[src/rtl/fns_cac_encoder_seq.sv]
// Sequential Fibonacci-numeral-system crosstalk-avoidance encoder: one codeword digit
// per clock, MSB first, with the TSV bus only updated once a whole codeword is resolved.
module fns_cac_encoder_seq #(
  parameter int N_TSV  = 9,
  parameter int MODE   = 0,
  parameter int DATA_W = 8
) (
  input  logic              clock,
  input  logic              rst_n,
  input  logic              in_valid,
  output logic              in_ready,
  input  logic [DATA_W-1:0] in_data,
  output logic [N_TSV-1:0]  tsv,
  output logic              tsv_valid,
  output logic              range_err,
  output logic              dbg_state_o
);

  // Handshake: a word transfers on a rising edge where in_valid && in_ready; in_ready
  // depends only on state, and in_data is never looked at outside that edge.

  typedef enum logic {IDLE = 1'b0, BUSY = 1'b1} state_t;

  function automatic int unsigned fib(input int n);
    int unsigned a, b, t;
    a = 1;
    b = 1;
    for (int i = 3; i <= n; i++) begin
      t = a + b;
      a = b;
      b = t;
    end
    return b;
  endfunction

  // Packed tables indexed by digit: weights w[k] = F(k+2) or prefix sums S[k].
  function automatic logic [N_TSV*DATA_W-1:0] calc_table(input bit sums);
    logic [N_TSV*DATA_W-1:0] t;
    int unsigned acc;
    t   = '0;
    acc = 0;
    for (int i = 0; i < N_TSV; i++) begin
      t[i*DATA_W +: DATA_W] = sums ? DATA_W'(acc) : DATA_W'(fib(i + 2));
      acc = acc + fib(i + 2);
    end
    return t;
  endfunction

  localparam int unsigned MAX_VAL = (MODE == 0) ? fib(N_TSV + 2) - 1 : fib(N_TSV + 3) - 2;
  localparam logic [DATA_W-1:0]       MAX_W = DATA_W'(MAX_VAL);
  localparam logic [N_TSV*DATA_W-1:0] W_TAB = calc_table(1'b0);
  localparam logic [N_TSV*DATA_W-1:0] S_TAB = calc_table(1'b1);
  localparam logic [N_TSV-1:0]        ONE_V = N_TSV'(1);
  localparam logic [4:0]              K_TOP = 5'(N_TSV - 1);

  state_t              state_q;
  logic [4:0]          k_q;
  logic [DATA_W-1:0]   r_q, r_d;
  logic [N_TSV-1:0]    shadow_q, shadow_d;
  logic [N_TSV-1:0]    tsv_q;
  logic                tsv_valid_q, range_err_q;
  logic [DATA_W-1:0]   w_k, s_k;
  logic                digit;

  always_comb begin
    w_k = '0;
    s_k = '0;
    for (int i = 0; i < N_TSV; i++) begin
      if (k_q == 5'(i)) begin
        w_k = W_TAB[i*DATA_W +: DATA_W];
        s_k = S_TAB[i*DATA_W +: DATA_W];
      end
    end
    // Greedy takes the weight whenever it fits; lazy only when the lower digits
    // alone could not cover the residual.
    digit    = (MODE == 0) ? (r_q >= w_k) : (r_q > s_k);
    r_d      = digit ? (r_q - w_k) : r_q;
    shadow_d = digit ? (shadow_q | (ONE_V << k_q)) : shadow_q;
  end

  always_ff @(posedge clock or negedge rst_n) begin
    if (!rst_n) begin
      state_q     <= IDLE;
      k_q         <= '0;
      r_q         <= '0;
      shadow_q    <= '0;
      tsv_q       <= '0;
      tsv_valid_q <= 1'b0;
      range_err_q <= 1'b0;
    end else begin
      tsv_valid_q <= 1'b0;
      range_err_q <= 1'b0;
      case (state_q)
        IDLE: begin
          if (in_valid) begin
            if (in_data > MAX_W) begin
              range_err_q <= 1'b1;
            end else begin
              r_q      <= in_data;
              shadow_q <= '0;
              k_q      <= K_TOP;
              state_q  <= BUSY;
            end
          end
        end
        BUSY: begin
          r_q      <= r_d;
          shadow_q <= shadow_d;
          if (k_q == 5'd0) begin
            tsv_q       <= shadow_d;
            tsv_valid_q <= 1'b1;
            state_q     <= IDLE;
          end else begin
            k_q <= k_q - 5'd1;
          end
        end
        default: state_q <= IDLE;
      endcase
    end
  end

  assign in_ready    = (state_q == IDLE);
  assign tsv         = tsv_q;
  assign tsv_valid   = tsv_valid_q;
  assign range_err   = range_err_q;
  assign dbg_state_o = state_q;

endmodule

[config.mk]
export PLATFORM = sky130hd
export DESIGN_NAME = fns_cac_encoder_seq
export DESIGN_NICKNAME = d
export VERILOG_FILES = /design/src/rtl/fns_cac_encoder_seq.sv
export SDC_FILE = /design/constraint.sdc
export NUM_CORES = 1
export LEC_CHECK = 0
export CORE_MARGIN = 3
export CORE_UTILIZATION = 45
export DETAILED_ROUTE_END_ITERATION = 7
export GPL_TIMING_DRIVEN = 0
export PLACE_DENSITY = 0.71
export SLEW_MARGIN = 20
export SYNTH_ARGS = -nofsm -noshare
export SYNTH_HDL_FRONTEND = slang
export SYNTH_SLANG_ARGS = --single-unit
[constraint.sdc]
create_clock -name clock -period 7.1 [get_ports clock]
set_input_delay 1.065 -clock clock [delete_from_list [all_inputs] [get_ports clock]]
set_output_delay 1.065 -clock clock [all_outputs]
set_load 0.05 [all_outputs]
==> run_results.csv <==
group,metric,value,unit
global_routing,grt_pass1_wl,7734,um
synth,syn-num-nets,245,
global_routing,grt_max_degree,25,
worst_setup_path,slowest_delay,680,ps
drt,wl_per_cell,14.99,um
die,rows,23,
synth,ys_ff_latch,34,
drt,route.detailed.drc,0,
hold_path,min_path_type,"register to register",
worst_setup_path,critPathMostFrequentCell,"ha_1",
synth,synth-adder-area-share,7.783,%
worst_setup_path,crit_path_start_kind,"register",
die,core_area,4173,sq um
synth,synth_commonest_cells,"dfrtp_1 (34), nand2_1 (30), o21ai_0 (20)",
placement,io_buffers,23,
synth,synth_compound_area_share,21.74,%
synth,synth_area_leaders,"dfrtp_1 (42%), ha_1 (6.8%), nand2_1 (5.6%)",
finish,n_fill_cell,378,
synth,synthDominantCellAreaShare,42.00,%
synth,async_flop_share,100.0,%
synth,synth-edff-count,0,
synth,synthFlopType,"dfrtp_1",
worst_setup_path,cp.required,7280,ps
worst_setup_path,crit_chain,"inv_1 -> ha_1 -> nor2b_1 -> and3b_1 -> clkbuf_1 -> a31oi_1 -> ha_1 -> and3_4 -> a41o_1 -> nor4b_2 -> a21oi_1 -> o21a_1",
synth,synthCells,222,
die,chipWidth,73.10,um
drt,wirelength,4556,um
finish,drive_gt1_share,7.874,%
timing,rsz0062_at_grt,"no",
status,status,"completed",
power,powerDensity,581.7,nW/um^2
worst_setup_path,endpoint_kind,"register",
placement,place_inst,296,
clock_tree,cts-hold-fix-buffers,0,
clock_tree,post_cts_buffers,0,
clock_tree,h-tree-depth,2,
global_routing,grt_pass1_vias,1616,
clock_tree,cts_resized,0,
worst_setup_path,setup.worst_path.class,"register to register",
timing,tns,0,ps
worst_setup_path,cp_slowest_cell,"nor4b_2",
power,p_leak,0.001119,uW
flow_run,maxCapViolations,0,
worst_setup_path,worstPathArrival,3770,ps
synth,synth_top_family_by_area,"compound AO/OA/AOI/OAI gates",
clock_tree,clk_pin_slew_worst_paths,80,ps
timing,worst_pin_slew,794.1,ps
timing,hold_viol_final,0,
worst_setup_path,critPathTopFamily,"simple AND/OR/NAND/NOR gates",
synth,synth_seq_area_share,42.00,%
synth,yosysTopAreaCell,"dfrtp_1",
clock_tree,cts_max_path_buffers,2,
synth,synth-xor-area-share,2.162,%
drt,num_vias,1726,
finish,fin_util,59.40,%
global_routing,track_usage,18.75,%
timing,setup_violations,0,
timing,final_max_slew_viol_count,0,
power,ir_drop,0.2759,mV
clock_tree,clk_latency,290,ps
clock_tree,cts.sinks,34,
placement,gp_congestion,0.8364,
die,initial_utilization,48.55,%
synth,synthMostInstantiatedCell,"dfrtp_1",
drt,drtAntennaViolNets,0,
die,io_pins,24,
global_routing,grt_overflow,0,
clock_tree,tritoncts,"yes",
finish,area_growth,22.36,%
timing,period_share,50.50,%
synth,synth_simple_gate_area_share,17.17,%
timing,slew_headroom,46.92,%
timing,fmax,278.9,MHz
die,fp.dieArea,5343,sq um
finish,antenna_cells,0,
finish,instances_no_fill,304,
die,fp.dieH,73.10,um
timing,skew,8.061,ps
clock_tree,root_buffer,"clkbuf_8",
synth,syn_area,2026,sq um
drt,drt_first_pass_iters,4,
synth,avgSynthCellArea,9.125,sq um
placement,hpwl,3350,um
drt,vias_per_cell,5.678,
finish,fin_nets,276,
clock_tree,cts_inserted_buffers,5,
worst_setup_path,cp_max_fo,8,
worst_setup_path,crit_buf_inv,2,
timing,period_needed,3585,ps
drt,drt_iter0_drc,146,
synth,muxShareOfSynthArea,4.880,%
synth,yosys.cell_types.count,46,
synth,ys_warn_count,0,
global_routing,antenna_found_initial,0,
[placed cells by master, fill, tap and decap left out, drive strengths merged, types with 2 or more instances in the layout]
master and count:
nand2 30, nor2b 4, nand3 6, a21oi 17, clkdlybuf4s50 22, mux2 4, bufinv 2, nor3 4
o31ai 2, o22ai 5, a21o 4, o22a 2, clkinv 2, o41ai 2, or4 2, xnor2 2
and2 2, o21ai 22, a211oi 2, o21a 2, buf 3, ha 11, mux2i 5, clkbuf 12
nor4b 2, inv 12, nor2 11, a31oi 8, dfrtp 34, xor2 3
[worst paths after layout]
| path | slack [ps] | endpoint | cells past startpoint | start |
|---|---|---|---|---|
| setup / recovery | 3510 | r_q[1]$_DFFE_PN0P_ | 12 | k_q[0]$_DFFE_PN0P_ |
| hold / removal | 460 | tsv[4]$_DFFE_PN0P_ | 2 | shadow_q[4]$_DFFE_PN0P_ |
| setup reg to reg | 3510 | r_q[1]$_DFFE_PN0P_ | 12 | k_q[0]$_DFFE_PN0P_ |
| hold reg to reg | 460 | tsv[4]$_DFFE_PN0P_ | 2 | shadow_q[4]$_DFFE_PN0P_ |
| max in group asynchronous | 6020 | tsv[7]$_DFFE_PN0P_ | 2 | rst_n |
| min in group asynchronous | 660 | r_q[5]$_DFFE_PN0P_ | 1 | rst_n |
[cell families after synthesis]
kind of cell	Yosys count
multiplexers	9
AND/OR/NAND/NOR	69
adder cells (fa/ha/maj)	12
XOR/XNOR	5
AO/OA/AOI/OAI	72
flip-flops	34
buffers and inverters	21
[power breakdown]
group,internal (uW),switching (uW),total (uW)
combinational,366,517,883
sequential,285,57.9,342
clock,141,75.6,216
[per-layer routing]
| metal | wire [um] | part of all wire [%] | global-route usage (%) | vias up |
|---|---|---|---|---|
| met1 | 2260 | 50 | 26.79 | 816 |
| met4 | 76 | 1.7 | 6.762 | 0 |
| met5 | 0 | 0 | 0 | - |
| met2 | 1967 | 43 | 27.21 | 41 |
| li1 | - | - | - | 862 |
| met3 | 251 | 5.5 | 4.821 | 7 |
[metrics by stage]
stage	hold WS, ps	power, uW	setup WS [ps]	cell area (sq um)
2_1_floorplan	432.3	1011	3967	2026
3_3_place_gp	446.2	1202	3557	2318
3_5_place_dp	449.0	1220	3540	2341
4_1_cts	463.3	1440	3531	2479
5_1_grt	492.6	1559	3327	2479
6_report	460.1	1442	3515	2479
[layout make-up]
type,instances,area [sq um],area share [%]
Inverter,13,48.80,1.969
Buffer,8,37.54,1.514
Sequential cell,34,850.8,34.33
Clock buffer,5,68.82,2.776
Tap cell,50,62.56,2.524
Clock inverter,3,68.82,2.776
Timing Repair Buffer,24,252.7,10.20
Multi-Input combinational cell,167,1089,43.92
[state kept, by name, indices dropped and copies added (netlist names)]
register     flops
range_err        1
shadow_q         9
dbg_state_o      1
r_q              8
tsv              9
tsv_valid        1
k_q              5
[worst min-delay path, stage by stage, from the launching register on]
cell	delay, ps
dfrtp_1	340
nand2_1	50
nand2_1	40
(Power assumes the default switching activity.)
